$ cat config.mk
export PLATFORM = sky130hd
export DESIGN_NAME = instr_fetch_flat
export DESIGN_NICKNAME = d
export VERILOG_FILES = /design/src/rtl/ifetch_pkg.sv /design/src/rtl/instr_fetch_if.sv /design/src/rtl/ifetch_hbuf.sv /design/src/rtl/instr_fetch.sv /design/src/flat_wrapper.sv
export SDC_FILE = /design/constraint.sdc
export NUM_CORES = 1
export LEC_CHECK = 0
export CELL_PAD_IN_SITES_DETAIL_PLACEMENT = 2
export CELL_PAD_IN_SITES_GLOBAL_PLACEMENT = 2
export CORE_ASPECT_RATIO = 1.2
export CORE_MARGIN = 2
export CORE_UTILIZATION = 31
export CTS_CLUSTER_DIAMETER = 60
export CTS_CLUSTER_SIZE = 28
export DETAILED_ROUTE_END_ITERATION = 7
export HOLD_SLACK_MARGIN = 0.12
export PLACE_DENSITY_LB_ADDON = 0.1
export SLEW_MARGIN = 20
export SYNTH_ARGS = -nofsm -noshare
export SYNTH_HDL_FRONTEND = slang
export SYNTH_HIERARCHICAL = 1
export SYNTH_SLANG_ARGS = --single-unit
export TNS_END_PERCENT = 50
$ cat constraint.sdc
create_clock -name clk -period 2.9 [get_ports clk]
set_input_delay 0.87 -clock clk [delete_from_list [all_inputs] [get_ports clk]]
set_output_delay 0.87 -clock clk [all_outputs]
set_load 0.05 [all_outputs]
$ cat src/rtl/ifetch_pkg.sv
// Shared types and constants for the instruction fetch unit (instr_fetch).
// Consumers import ifetch_pkg::*.
package ifetch_pkg;

  typedef enum logic [1:0] {
    IDLE,
    REQ,
    WAIT
  } fetch_state_e;

  localparam logic [1:0] RVC_OPC_MASK  = 2'b11;
  localparam logic [2:0] INSTR_SIZE_16 = 3'd2;
  localparam logic [2:0] INSTR_SIZE_32 = 3'd4;

  // A halfword whose low opcode bits are both set opens a 32-bit instruction.
  function automatic logic is_wide(input logic [15:0] hw);
    return (hw[1:0] & RVC_OPC_MASK) == RVC_OPC_MASK;
  endfunction

endpackage

$ cat src/rtl/instr_fetch_if.sv
// Bus bundle of the fetch stage: redirect input, memory read channel and
// instruction handshake. master = fetch unit, slave = core/memory side.
interface instr_fetch_if #(
  parameter int ADDR_W = 32
);

  logic              redirect_valid;
  logic [31:0]       redirect_pc;

  logic              mem_req_valid;
  logic              mem_req_ready;
  logic [ADDR_W-1:0] mem_req_addr;
  logic              mem_rsp_valid;
  logic [31:0]       mem_rsp_data;

  logic              instr_valid;
  logic              instr_ready;
  logic [31:0]       instr_data;
  logic [2:0]        instr_size;
  logic [31:0]       instr_pc;

  modport master (
    input  redirect_valid, redirect_pc,
    input  mem_req_ready, mem_rsp_valid, mem_rsp_data,
    input  instr_ready,
    output mem_req_valid, mem_req_addr,
    output instr_valid, instr_data, instr_size, instr_pc
  );

  modport slave (
    output redirect_valid, redirect_pc,
    output mem_req_ready, mem_rsp_valid, mem_rsp_data,
    output instr_ready,
    input  mem_req_valid, mem_req_addr,
    input  instr_valid, instr_data, instr_size, instr_pc
  );

endinterface

$ cat src/rtl/ifetch_hbuf.sv
// Halfword shift buffer of the fetch stage. With IFETCH_RVC_EN it holds four
// halfword slots (slot 0 oldest); without it, a single 32-bit word.
module ifetch_hbuf
  import ifetch_pkg::*;
(
  input  logic        clk,
  input  logic        nreset,
  input  logic        flush,
  input  logic        wr_en,
  input  logic [31:0] wr_data,
  input  logic        skip_low,
  input  logic        rd_en,
  input  logic        rd_two,
  output logic [15:0] slot0,
  output logic [15:0] slot1,
  output logic [2:0]  count
);

`ifdef IFETCH_RVC_EN

  logic [3:0][15:0] slots_q, slots_n, shifted;
  logic [2:0]       count_q, count_n, count_s;

  // Consumption shifts first so an append in the same cycle lands behind the
  // surviving slots.
  always_comb begin
    // NOTE: every output of this block gets a default first, so no path can leave one unassigned and infer a latch.
    shifted = slots_q;
    count_s = count_q;
    if (rd_en) begin
      if (rd_two) begin
        shifted = {32'h0, slots_q[3:2]};
        count_s = count_q - 3'd2;
      end else begin
        shifted = {16'h0, slots_q[3:1]};
        count_s = count_q - 3'd1;
      end
    end

    slots_n = shifted;
    count_n = count_s;
    if (wr_en) begin
      if (skip_low) begin
        slots_n[count_s[1:0]] = wr_data[31:16];
        count_n               = count_s + 3'd1;
      end else begin
        slots_n[count_s[1:0]]        = wr_data[15:0];
        slots_n[count_s[1:0] + 2'd1] = wr_data[31:16];
        count_n                      = count_s + 3'd2;
      end
    end
    if (flush) count_n = 3'd0;
  end

  // NOTE: the slot storage is reset along with the count so the data path is never X out of reset.
  always_ff @(posedge clk or negedge nreset) begin
    if (!nreset) begin
      slots_q <= '0;
      count_q <= '0;
    end else begin
      // NOTE: state updates use <= so every flop samples values from before the edge.
      slots_q <= slots_n;
      count_q <= count_n;
    end
  end

  assign slot0 = slots_q[0];
  assign slot1 = slots_q[1];
  assign count = count_q;

`else

  logic [31:0] word_q;
  logic        full_q;
  logic        unused_ok;

  // Only whole words move through here; the halfword controls have no role.
  assign unused_ok = skip_low ^ rd_two;

  // The fetch FSM only requests while the word is empty, so append and
  // consume never coincide.
  always_ff @(posedge clk or negedge nreset) begin
    if (!nreset) begin
      word_q <= '0;
      full_q <= 1'b0;
    end else if (flush) begin
      full_q <= 1'b0;
    end else if (wr_en) begin
      word_q <= wr_data;
      full_q <= 1'b1;
    end else if (rd_en) begin
      full_q <= 1'b0;
    end
  end

  assign slot0 = word_q[15:0];
  assign slot1 = word_q[31:16];
  assign count = full_q ? 3'd2 : 3'd0;

`endif

endmodule

$ cat src/rtl/instr_fetch.sv
// Fetch stage: word-aligned memory reads, instruction assembly and a
// valid/ready instruction port. IFETCH_RVC_EN enables 16-bit (RVC) support.
module instr_fetch
  import ifetch_pkg::*;
#(
  parameter logic [31:0] RESET_PC = 32'h0000_0000,
  parameter int          ADDR_W   = 32
) (
  input  logic          clk,
  input  logic          nreset,
  instr_fetch_if.master bus
);

`ifdef IFETCH_RVC_EN
  localparam logic [2:0]  REQ_LIMIT = 3'd2;
  localparam logic [31:0] PC_MASK   = 32'hFFFF_FFFE;
`else
  // Only an empty word buffer has room for a whole returned word.
  localparam logic [2:0]  REQ_LIMIT = 3'd0;
  localparam logic [31:0] PC_MASK   = 32'hFFFF_FFFC;
`endif
  localparam logic [31:0] RESET_PC_M = RESET_PC & PC_MASK;

  fetch_state_e      state_q;
  logic              req_valid_q;
  logic [ADDR_W-1:0] req_addr_q;
  logic [ADDR_W-1:0] fetch_pc_q;
  logic [31:0]       instr_pc_q;
  logic              drop_q;
  logic              skip_low;

  logic [15:0]       slot0, slot1;
  logic [2:0]        count;
  logic              wide, valid, fire, rsp_take, rsp_pending;
  logic [2:0]        size;
  logic [31:0]       redir_pc;
  logic [ADDR_W-1:0] fetch_word, redir_word;

  assign redir_pc   = bus.redirect_pc & PC_MASK;
  assign fetch_word = {fetch_pc_q[ADDR_W-1:2], 2'b00};
  assign redir_word = {redir_pc[ADDR_W-1:2], 2'b00};

`ifdef IFETCH_RVC_EN
  logic skip_q;

  // A fetch starting on an odd halfword drops the low half of its first word.
  always_ff @(posedge clk or negedge nreset) begin
    if (!nreset)                 skip_q <= RESET_PC[1];
    else if (bus.redirect_valid) skip_q <= bus.redirect_pc[1];
    else if (rsp_take)           skip_q <= 1'b0;
  end

  assign skip_low = skip_q;
  assign wide     = is_wide(slot0);
  assign valid    = (count >= 3'd2) || (count == 3'd1 && !wide);
`else
  assign skip_low = 1'b0;
  assign wide     = 1'b1;
  assign valid    = (count == 3'd2);
`endif

  assign size = wide ? INSTR_SIZE_32 : INSTR_SIZE_16;

  // A redirect wins over both a same-cycle handshake and a same-cycle response.
  assign fire     = valid && bus.instr_ready && !bus.redirect_valid;
  assign rsp_take = (state_q == WAIT) && bus.mem_rsp_valid && !drop_q && !bus.redirect_valid;

  // An accepted request whose response has not yet arrived.
  assign rsp_pending = ((state_q == WAIT) && !bus.mem_rsp_valid) ||
                       ((state_q == REQ) && bus.mem_req_ready);

  ifetch_hbuf u_hbuf (
    .clk      (clk),
    .nreset   (nreset),
    .flush    (bus.redirect_valid),
    .wr_en    (rsp_take),
    .wr_data  (bus.mem_rsp_data),
    .skip_low (skip_low),
    .rd_en    (fire),
    .rd_two   (wide),
    .slot0    (slot0),
    .slot1    (slot1),
    .count    (count)
  );

  always_ff @(posedge clk or negedge nreset) begin
    if (!nreset) begin
      state_q     <= IDLE;
      req_valid_q <= 1'b0;
      req_addr_q  <= '0;
      fetch_pc_q  <= RESET_PC_M[ADDR_W-1:0];
      instr_pc_q  <= RESET_PC_M;
      drop_q      <= 1'b0;
    end else if (bus.redirect_valid) begin
      fetch_pc_q <= redir_pc[ADDR_W-1:0];
      instr_pc_q <= redir_pc;
      if (rsp_pending) begin
        // Absorb the stale response before requesting the new target.
        drop_q      <= 1'b1;
        state_q     <= WAIT;
        req_valid_q <= 1'b0;
      end else begin
        drop_q      <= 1'b0;
        state_q     <= REQ;
        req_valid_q <= 1'b1;
        req_addr_q  <= redir_word;
      end
    end else begin
      if (fire) instr_pc_q <= instr_pc_q + 32'(size);
      case (state_q)
        IDLE: begin
          if (count <= REQ_LIMIT) begin
            state_q     <= REQ;
            req_valid_q <= 1'b1;
            req_addr_q  <= fetch_word;
          end
        end
        REQ: begin
          if (bus.mem_req_ready) begin
            state_q     <= WAIT;
            req_valid_q <= 1'b0;
          end
        end
        WAIT: begin
          if (bus.mem_rsp_valid) begin
            if (drop_q) begin
              drop_q      <= 1'b0;
              state_q     <= REQ;
              req_valid_q <= 1'b1;
              req_addr_q  <= fetch_word;
            end else begin
              fetch_pc_q <= fetch_pc_q + ADDR_W'(4);
              state_q    <= IDLE;
            end
          end
        end
        default: state_q <= IDLE;
      endcase
    end
  end

  assign bus.mem_req_valid = req_valid_q;
  assign bus.mem_req_addr  = req_addr_q;
  assign bus.instr_valid   = valid;
  assign bus.instr_size    = size;
  assign bus.instr_pc      = instr_pc_q;
  assign bus.instr_data    = !valid ? 32'h0 : (wide ? {slot1, slot0} : {16'h0, slot0});

endmodule

$ cat src/flat_wrapper.sv
// flat-port wrapper written by rule: the top's interface ports become plain ports
module instr_fetch_flat import ifetch_pkg::*;
#(
  parameter logic [31:0] RESET_PC = 32'h0000_0000,
  parameter int          ADDR_W   = 32
)
  (clk, nreset, bus_redirect_valid, bus_redirect_pc, bus_mem_req_ready, bus_mem_rsp_valid, bus_mem_rsp_data, bus_instr_ready, bus_mem_req_valid, bus_mem_req_addr, bus_instr_valid, bus_instr_data, bus_instr_size, bus_instr_pc);
  instr_fetch_if #(.ADDR_W(ADDR_W)) bus_i ();
  input  logic clk;
  input  logic nreset;
  input wire logic [$bits(bus_i.redirect_valid)-1:0] bus_redirect_valid;
  input wire logic [$bits(bus_i.redirect_pc)-1:0] bus_redirect_pc;
  input wire logic [$bits(bus_i.mem_req_ready)-1:0] bus_mem_req_ready;
  input wire logic [$bits(bus_i.mem_rsp_valid)-1:0] bus_mem_rsp_valid;
  input wire logic [$bits(bus_i.mem_rsp_data)-1:0] bus_mem_rsp_data;
  input wire logic [$bits(bus_i.instr_ready)-1:0] bus_instr_ready;
  output wire logic [$bits(bus_i.mem_req_valid)-1:0] bus_mem_req_valid;
  output wire logic [$bits(bus_i.mem_req_addr)-1:0] bus_mem_req_addr;
  output wire logic [$bits(bus_i.instr_valid)-1:0] bus_instr_valid;
  output wire logic [$bits(bus_i.instr_data)-1:0] bus_instr_data;
  output wire logic [$bits(bus_i.instr_size)-1:0] bus_instr_size;
  output wire logic [$bits(bus_i.instr_pc)-1:0] bus_instr_pc;
  assign bus_i.redirect_valid = bus_redirect_valid;
  assign bus_i.redirect_pc = bus_redirect_pc;
  assign bus_i.mem_req_ready = bus_mem_req_ready;
  assign bus_i.mem_rsp_valid = bus_mem_rsp_valid;
  assign bus_i.mem_rsp_data = bus_mem_rsp_data;
  assign bus_i.instr_ready = bus_instr_ready;
  assign bus_mem_req_valid = bus_i.mem_req_valid;
  assign bus_mem_req_addr = bus_i.mem_req_addr;
  assign bus_instr_valid = bus_i.instr_valid;
  assign bus_instr_data = bus_i.instr_data;
  assign bus_instr_size = bus_i.instr_size;
  assign bus_instr_pc = bus_i.instr_pc;
  instr_fetch #(.RESET_PC(RESET_PC), .ADDR_W(ADDR_W)) u_core (.clk(clk), .nreset(nreset), .bus(bus_i));
endmodule
Yosys cells after proc, flatten, opt, wreduce, memory -nomap -nowiden
Cells that the tools add are included.
- register bits: 133
- input port bits: 70
- logic and storage cells: 80
- $add $sub $neg: 2
- magnitude comparators: 1
- equal/unequal tests: 9
- multiplexer cells: 35
- bitwise gates (word level): 1
- reductions and logical operators: 24
- operators by type and width (cell ; count):
    $mux W32 ; 12
    $add A32 B3 Y32 const B ; 2
    $pmux W32 S2 ; 1
    $mux W1 ; 14
    $mux W2 ; 6
    $reduce_and A5 Y1 ; 2
    $logic_and A1 B1 Y1 ; 7
    $ne A3 B2 Y1 const B ; 2
    $ne A3 B3 Y1 const B ; 2
    $pmux W2 S3 ; 1
    $reduce_and A3 Y1 ; 2
    $reduce_bool A2 Y1 ; 3
    $reduce_bool A3 Y1 ; 2
    $eq A2 B2 Y1 const B ; 2
    $ne A2 B2 Y1 const B ; 2
    $reduce_and A2 Y1 ; 2
    $reduce_bool A4 Y1 ; 1
    $logic_not A1 Y1 ; 3
    $pmux W1 S3 ; 1
    $eq A2 B1 Y1 const B ; 1
    $le A2 B1 Y1 const B ; 1
    $logic_not A2 Y1 ; 1
    $logic_or A1 B1 Y1 ; 1
    $not A1 Y1 ; 1

Logic depth before layout (Yosys ltp)
Gate-level depths: netlist (run 1).
- depth after elaboration: 7
- mapped depth: 8
- gate-level depth less buffers: 5

Modules after synthesis
The synthesis (run 1) kept the hierarchy.
- by module, submodules not included (module ; instances ; cells an instance ; area each (sq um) ; seq. area each (sq um)):
    instr_fetch ; 1 ; 589 ; 5587.9 ; 2352.3
    ifetch_hbuf ; 1 ; 77 ; 1425.1 ; 825.8

Worst setup path before layout (run 1)
No wires, ideal clock.
- kind: register -> output
- start: register u_core.u_hbuf.full_q
- end: output port bus_instr_data[22]
- arrival: 1.925 ns
- path slack: 0.105 ns
- cell stages (with the launch flop): 5
- cells stage by stage: dfrtp_1 > buf_4 > nor3b_1 > clkbuf_1 > and2_1
- cells in the longest elaborated chain, start to end: 3
- ends and longest elaborated chain (element ; RTL line ; source):
    start, declared ; ifetch_hbuf.sv:74 ; logic full_q;
    start signal, assigned ; ifetch_hbuf.sv:85 ; full_q <= 1'b0;
    start signal, assigned ; ifetch_hbuf.sv:87 ; full_q <= 1'b0;
    start signal, assigned ; ifetch_hbuf.sv:90 ; full_q <= 1'b1;
    $mux W2 ; ifetch_hbuf.sv:98 ; assign count = full_q ? 3'd2 : 3'd0;
    net u_core.count[1] ; instr_fetch.sv:33 ; logic [2:0] count;
    $eq A2 B2 Y1 ; instr_fetch.sv:59 ; assign valid = (count == 3'd2);
    net bus_instr_valid ; flat_wrapper.sv:19 ; output wire logic [$bits(bus_i.instr_valid)-1:0] bus_instr_valid;
    $mux W32 ; instr_fetch.sv:147 ; assign bus.instr_data = !valid ? 32'h0 : (wide ? {slot1, slot0} : {16'h0, slot0});
    end, declared ; flat_wrapper.sv:20 ; output wire logic [$bits(bus_i.instr_data)-1:0] bus_instr_data;
The timed path passes the listed nets, and every way through them passes these cells.

Worst setup path in the final report (run 1)
- start: input port bus_mem_rsp_valid
- end: register u_core.fetch_pc_q[24]
- cells in the longest elaborated chain, start to end: 2
- ends and longest elaborated chain (element ; RTL line ; source):
    start, declared ; flat_wrapper.sv:14 ; input wire logic [$bits(bus_i.mem_rsp_valid)-1:0] bus_mem_rsp_valid;
    $reduce_bool A2 Y1 (no source line) ; -- ;
    $reduce_and A3 Y1 (no source line) ; -- ;
    end signal, assigned ; instr_fetch.sv:91 ; fetch_pc_q <= RESET_PC_M[ADDR_W-1:0];
    end signal, assigned ; instr_fetch.sv:95 ; fetch_pc_q <= redir_pc[ADDR_W-1:0];
    end signal, assigned ; instr_fetch.sv:132 ; fetch_pc_q <= fetch_pc_q + ADDR_W'(4);
    end, declared ; instr_fetch.sv:27 ; logic [ADDR_W-1:0] fetch_pc_q;
No other way between the ends.
A chain may end at the register's enable or synchronous reset.

==> results.py, run 1 <==
metrics = {
    "run": {
        "drv_cap": 0,
    },
    "clock_tree": {
        "cts-root-buf": "clkbuf_16",
        "cts_tree": "yes",
        "cts_resized": 0,
        "clk_latency_ns": 0.43,
        "h-tree-depth": 4,
        "postCtsSetupBuffers": 0,
        "clock_path_buffers": 2,
        "clk_pin_slew_worst_paths_ns": 0.06,
        "ctsHoldBuffers": 0,
        "cts_sinks": 127,
        "cts_buffers": 17,
    },
    "power": {
        "peakVddDrop_v": 0.0003865,
        "switchingPower_mw": 2.743,
        "p_comb_frac": 0.353,
        "clock_power_share": 0.294,
        "p_leak_nw": 4.041,
        "power_density_mw_per_mm2": 744.7,
        "internal-power_mw": 4.585,
        "seqPwrFrac": 0.352,
        "netSwitchingFraction": 0.3743,
        "power_mw": 7.328,
    },
    "final_layout": {
        "area.growth.synth_to_final_pct": 40.32,
        "nNetsFinal": 911,
        "drive_gt1_frac": 0.2359,
    },
    "floorplan": {
        "floorplan.die_area_sq_mm": 0.02385,
        "die_h_microns": 168.8,
        "start_util": 0.3145,
        "ios": 171,
        "core_sq_mm": 0.02230,
        "die_w_microns": 141.3,
        "row_count": 60,
    },
    "critical_path": {
        "cp-end-kind": "register",
        "arrival_ns": 2.97,
        "rr_endpoint": "u_core/fetch_pc_q[24]",
        "path_class": "input pin to register",
        "path_max_fanout": 7,
        "r2r_cells": 5,
        "cp_top_family": "simple AND/OR/NAND/NOR gates",
        "worstReg2RegStart": "u_core/state_q[0]",
        "worstPathRequired_ns": 3.21,
        "rrSetupSlack_ns": 0.54,
        "cp_cell_sequence": "clkdlybuf4s50_1 > nand4bb_2 > or4_4 > buf_4 > nor4_1 > mux2_2",
        "cp_num_buf_inv": 2,
        "cpMaxStageDelayCell": "or4_4",
        "start_kind": "input pin",
        "max_stage_delay_ns": 0.60,
    },
    "sta": {
        "worst_pin_slew_ns": 0.6072,
        "setup_ws_ns": 0.2330,
        "slew_headroom": 0.5952,
        "maxSlewViolCount": 0,
        "rsz0062_at_grt": "no",
        "max_freq_mhz": 374.9,
        "finalHoldViolations": 0,
        "finalSetupViolCount": 0,
        "finClkSkew_ns": 0.01571,
        "timing.final.crit_share": 0.9197,
        "period_needed_ns": 2.667,
    },
    "synthesis": {
        "yosys-top-cells-area": "dfrtp_1 45%, mux2_2 9.8%, mux2_4 6.6%",
        "synth-edff-count": 0,
        "synth.top_cell.area_share": 0.4532,
        "synth.most_common_cell": "dfrtp_1",
        "synth_ff_type": "dfrtp_1",
        "synth_top_cell_by_area": "dfrtp_1",
        "synth_cells": 666,
        "synth-seq-cells": 127,
        "yosysUniqueCellTypes": 58,
        "netlist_area_sq_mm": 0.007013,
        "async_reset_ff_frac": 1.000,
        "yosys_warnings": 6,
        "ys_seq_area_frac": 0.4532,
        "syn_area_per_cell_sq_um": 10.53,
        "synthTopCellsByCount": "127 x dfrtp_1, 61 x mux2_2, 57 x nand2_1",
    },
    "route": {
        "dr.pass1.iters": 4,
        "drt_iter0_drc": 208,
        "drc": 0,
        "drt-total-wl_microns": 24070,
        "vias_per_cell": 5.289,
        "wire_per_inst_microns": 21.27,
        "route.vias.total": 5987,
        "postRouteAntennaNets": 0,
    },
    "min_path": {
        "min_path_type": "input pin to async pin",
    },
    "grt": {
        "grt_max_degree": 43,
        "antenna_found_initial": 1,
        "grt_pass1_vias": 6797,
        "overflow": 0,
        "grtUsageTotal": 0.2087,
        "grt_pass1_wl_microns": 38450,
    },
    "placed_design": {
        "hpwl_microns": 18110,
        "pre_cts_slack_ns": -0.2087,
        "gp_congestion": 0.7942,
        "io_buffers": 161,
    },
    "run_status": {
        "status": "finished clean",
    },
}
kinds of logic (layout without fill, tap and decap cells):
group           count (synthesis)  count (layout)  synth area share
compound gates                 96              96           0.09438
xor+xnor                       14              14           0.01748
fa+ha+maj                       2               2          0.003568
buf+inv                        71             251           0.05424
flops                         127             127            0.4532
mux                            94              94            0.1672
other cells                     3              10          0.001606
simple gates                  259             259            0.2084
registers in the layout, summed over array words and instances (netlist names):
signal / flops
u_core/bus.instr_pc: 30
u_core/u_hbuf/full_q: 1
u_core/fetch_pc_q: 30
u_core/state_q: 2
u_core/bus.mem_req_valid: 1
u_core/bus.mem_req_addr: 30
u_core/drop_q: 1
u_core/u_hbuf/word_q: 32
worst register-to-register path: cells and delay by family (launching register included):
| family | cells | cell delay (ns) |
|---|---|---|
| buffers and inverters | 1 | 0.19 |
| flip-flops | 1 | 0.49 |
| multiplexers | 1 | 0.37 |
| AND/OR/NAND/NOR | 3 | 1.19 |
through the flow:
stage / utilization / area, sq um / TNS, ns / hold WS, ns / cells
2_1_floorplan: - / 7036 / 0 / 0.4602 / 672
3_3_place_gp: 0.4149 / 9251 / -0.7069 / 0.4795 / 1099
3_5_place_dp: 0.4149 / 9251 / -1.973 / 0.4863 / 1099
4_1_cts: 0.4412 / 9838 / 0 / 0.4776 / 1131
5_1_grt: 0.4412 / 9838 / 0 / 0.4966 / 1131
6_report: 0.4414 / 9841 / 0 / 0.4650 / 1132
worst max-delay path by stage:
stage | slack (ns) | startpoint | depth (start not counted) | to
floorplan | 0.11 | u_core/u_hbuf/full_q | 4 | bus_instr_data[22]
global placement | -0.18 | bus_mem_rsp_valid | 5 | u_core/fetch_pc_q[29]
detailed placement | -0.21 | bus_mem_rsp_valid | 6 | u_core/fetch_pc_q[24]
CTS | 0.19 | u_core/u_hbuf/full_q | 4 | bus_instr_data[5]
global route | 0.13 | u_core/u_hbuf/full_q | 4 | bus_instr_data[13]
finish | 0.23 | bus_mem_rsp_valid | 6 | u_core/fetch_pc_q[24]
layer usage:
| layer | part of all wire | global-route usage | up-vias |
|---|---|---|---|
| met3 | 0.048 | 0.05233 | 36 |
| met4 | 0.030 | 0.07739 | 0 |
| met2 | 0.53 | 0.3808 | 146 |
| met5 | 0 | 0 | - |
| li1 | - | - | 2764 |
| met1 | 0.39 | 0.2337 | 3041 |
placed cells by master (no fill, tap or decap), types with 3 or more instances in the layout:
cell type / netlist / routed
a211oi_1: 7 / 7
a21oi_1: 9 / 9
a31oi_1: 14 / 14
and2_1: 41 / 41
and3_1: 12 / 12
and4_1: 13 / 13
buf_12: 3 / 30
buf_4: 11 / 38
clkbuf_16: 0 / 17
clkdlybuf4s50_1: 0 / 126
clkinv_4: 0 / 4
clkinvlp_4: 0 / 3
conb_1: 3 / 9
dfrtp_1: 127 / 127
inv_1: 24 / 23
inv_6: 0 / 4
mux2_2: 61 / 61
mux2_4: 31 / 31
nand2_1: 57 / 57
nand2b_1: 8 / 8
nand3_1: 23 / 23
nand4_1: 21 / 21
nor2_1: 27 / 27
nor3_1: 13 / 13
nor4_1: 15 / 15
o211ai_1: 3 / 3
o21ai_0: 24 / 24
o311a_1: 3 / 3
o311ai_0: 3 / 3
o31a_1: 9 / 9
o31ai_1: 10 / 10
or3_1: 5 / 5
or4_1: 10 / 10
xnor2_1: 10 / 10
xor2_1: 4 / 4
power groups by stage:
stage / registers, mW / clock network [mW] / logic [mW]
floorplan: 3.35 / 0 / 0.886
global placement: 2.57 / 0 / 2.56
detailed placement: 2.61 / 0 / 2.61
CTS: 2.59 / 2.23 / 2.62
global route: 2.66 / 2.28 / 2.73
finish: 2.58 / 2.16 / 2.59
final cells by class:
class                      instances  area, sq um
fill                            2321        12460
multi-input combinational        474         3482
sequential                       127         3178
timing repair buffer             195         2152
clock buffer                      18        429.2
tap                              279        349.1
clock inverter                    14        157.7
inverter                          24        90.09
antenna                            1        2.502
Power figures use the tool's default switching activity.
==> run 2: changes to the inputs <==
--- a/config.mk
+++ b/config.mk
@@ -14,7 +14,7 @@
 export CTS_CLUSTER_SIZE = 28
 export DETAILED_ROUTE_END_ITERATION = 7
 export HOLD_SLACK_MARGIN = 0.12
-export PLACE_DENSITY_LB_ADDON = 0.1
+export PLACE_DENSITY = 0.9
 export SLEW_MARGIN = 20
 export SYNTH_ARGS = -nofsm -noshare
 export SYNTH_HDL_FRONTEND = slang
==> results.py, run 2 (synthesis results as in run 1) <==
metrics = {
    "sta": {
        "slew_headroom": 0.5414,
        "finalSetupViolCount": 0,
        "maxSlewViolCount": 0,
        "timing.final.crit_share": 0.9346,
        "max_freq_mhz": 368.9,
        "period_needed_ns": 2.710,
        "finClkSkew_ns": 0.01408,
        "finalHoldViolations": 0,
        "rsz0062_at_grt": "no",
        "worst_pin_slew_ns": 0.6878,
        "setup_ws_ns": 0.1896,
        "whs_ns": 0.4775,
    },
    "power": {
        "power_density_mw_per_mm2": 768.9,
        "p_leak_nw": 4.076,
        "peakVddDrop_v": 0.0004314,
    },
    "run_status": {
        "status": "finished clean",
    },
    "floorplan": {
        "die_w_microns": 141.3,
        "core_sq_mm": 0.02230,
        "start_util": 0.3145,
        "row_count": 60,
        "ios": 171,
        "die_h_microns": 168.8,
        "floorplan.die_area_sq_mm": 0.02385,
    },
    "grt": {
        "grt_max_degree": 54,
        "overflow": 0,
        "grtUsageTotal": 0.2304,
        "grt_pass1_vias": 7163,
        "antenna_found_initial": 0,
        "grt_pass1_wl_microns": 42120,
    },
    "final_layout": {
        "fin_cells": 1129,
        "largest_reg_flops": 32,
        "final_common_cell": "dfrtp_1",
        "regMostFlops": "u_core/u_hbuf/word_q",
        "finalInstanceArea_sq_mm": 0.009892,
        "num_antenna_cells": 0,
        "final_cell_mix": "127 x dfrtp_1, 126 x clkdlybuf4s50_1, 61 x mux2_2, 57 x nand2_1, 41 x and2_1",
        "drive_gt1_frac": 0.2365,
        "fillers": 2273,
        "area.growth.synth_to_final_pct": 41.05,
        "nNetsFinal": 910,
    },
    "critical_path": {
        "start_kind": "input pin",
        "max_stage_delay_ns": 0.60,
        "arrival_ns": 3.03,
        "cp_cell_sequence": "clkdlybuf4s50_1 > nand4bb_2 > or4_4 > or4_4 > mux2_4",
        "cp-end-kind": "register",
        "path_class": "input pin to register",
        "path_common_cell": "or4_4",
        "path_max_fanout": 3,
        "cpMaxStageDelayCell": "or4_4",
        "worstPathRequired_ns": 3.22,
    },
    "clock_tree": {
        "ctsHoldBuffers": 0,
        "cts_buffers": 17,
        "clk_pin_slew_worst_paths_ns": 0.06,
        "cts_resized": 0,
        "clk_latency_ns": 0.43,
        "h-tree-depth": 4,
        "postCtsSetupBuffers": 0,
        "cts_sinks": 127,
        "cts_tree": "yes",
        "clock_path_buffers": 2,
        "cts-root-buf": "clkbuf_16",
    },
    "route": {
        "route.vias.total": 6145,
        "dr.pass1.iters": 4,
        "vias_per_cell": 5.443,
        "wire_per_inst_microns": 23.56,
        "drc": 0,
        "drt-total-wl_microns": 26600,
        "postRouteAntennaNets": 0,
        "drt_iter0_drc": 308,
    },
    "placed_design": {
        "gp_congestion": 0.7940,
        "dp.cells": 1098,
        "dpl_cell_area_sq_mm": 0.009256,
        "io_buffers": 161,
        "hpwl_microns": 19230,
        "pre_cts_slack_ns": -0.2163,
    },
    "min_path": {
        "min_path_type": "input pin to async pin",
    },
    "run": {
        "drv_cap": 0,
    },
}
[run 2: layout make-up]
class,count,area (sq um),share of cell area
Multi-Input combinational cell,474,3482,0.3520
Sequential cell,127,3178,0.3213
Timing Repair Buffer,194,2157,0.2181
Clock buffer,19,452.9,0.04579
Tap cell,279,349.1,0.03529
Clock inverter,12,182.7,0.01847
Inverter,24,90.09,0.009107
[run 2: stage by stage]
step           TNS, ns  utilization  total power, mW
2_1_floorplan        0            -            4.235
3_3_place_gp   -0.8820       0.4152            5.118
3_5_place_dp    -1.187       0.4152            5.270
4_1_cts              0       0.4437            7.688
5_1_grt              0       0.4437            7.926
6_report             0       0.4437            7.606
[run 2: final timing paths]
kind,from,to,slack (ns),depth (start not counted)
worst max-delay path,bus_mem_rsp_valid,u_core/fetch_pc_q[29],0.19,5
worst min-delay path,nreset,u_core/fetch_pc_q[6],0.48,1
worst max register to register,u_core/state_q[0],u_core/fetch_pc_q[29],0.55,4
worst min register to register,u_core/u_hbuf/word_q[18],u_core/u_hbuf/word_q[18],0.51,1
max in group asynchronous,nreset,u_core/fetch_pc_q[24],1.69,2
min in group clk,u_core/u_hbuf/word_q[18],u_core/u_hbuf/word_q[18],0.51,1
[run 2: critical path: cells and delay by family]
family	cells	cell delay, ns
AND/OR/NAND/NOR	3	1.29
buffers and inverters	1	0.57
multiplexers	1	0.30
[run 2: per-layer routing]
metal  share of wire  wire [microns]  track usage
met1            0.39           10340       0.2552
met2            0.52           13950       0.4141
met3           0.053            1409      0.06421
met4           0.034             905      0.09478
met5               0               0            0
[run 2: power breakdown]
part           leakage, nW  switching [mW]  internal [mW]
combinational         2.22            1.56           1.08
clock                0.314           0.873           1.49
sequential            1.54           0.384           2.22
total                 4.08            2.82           4.79
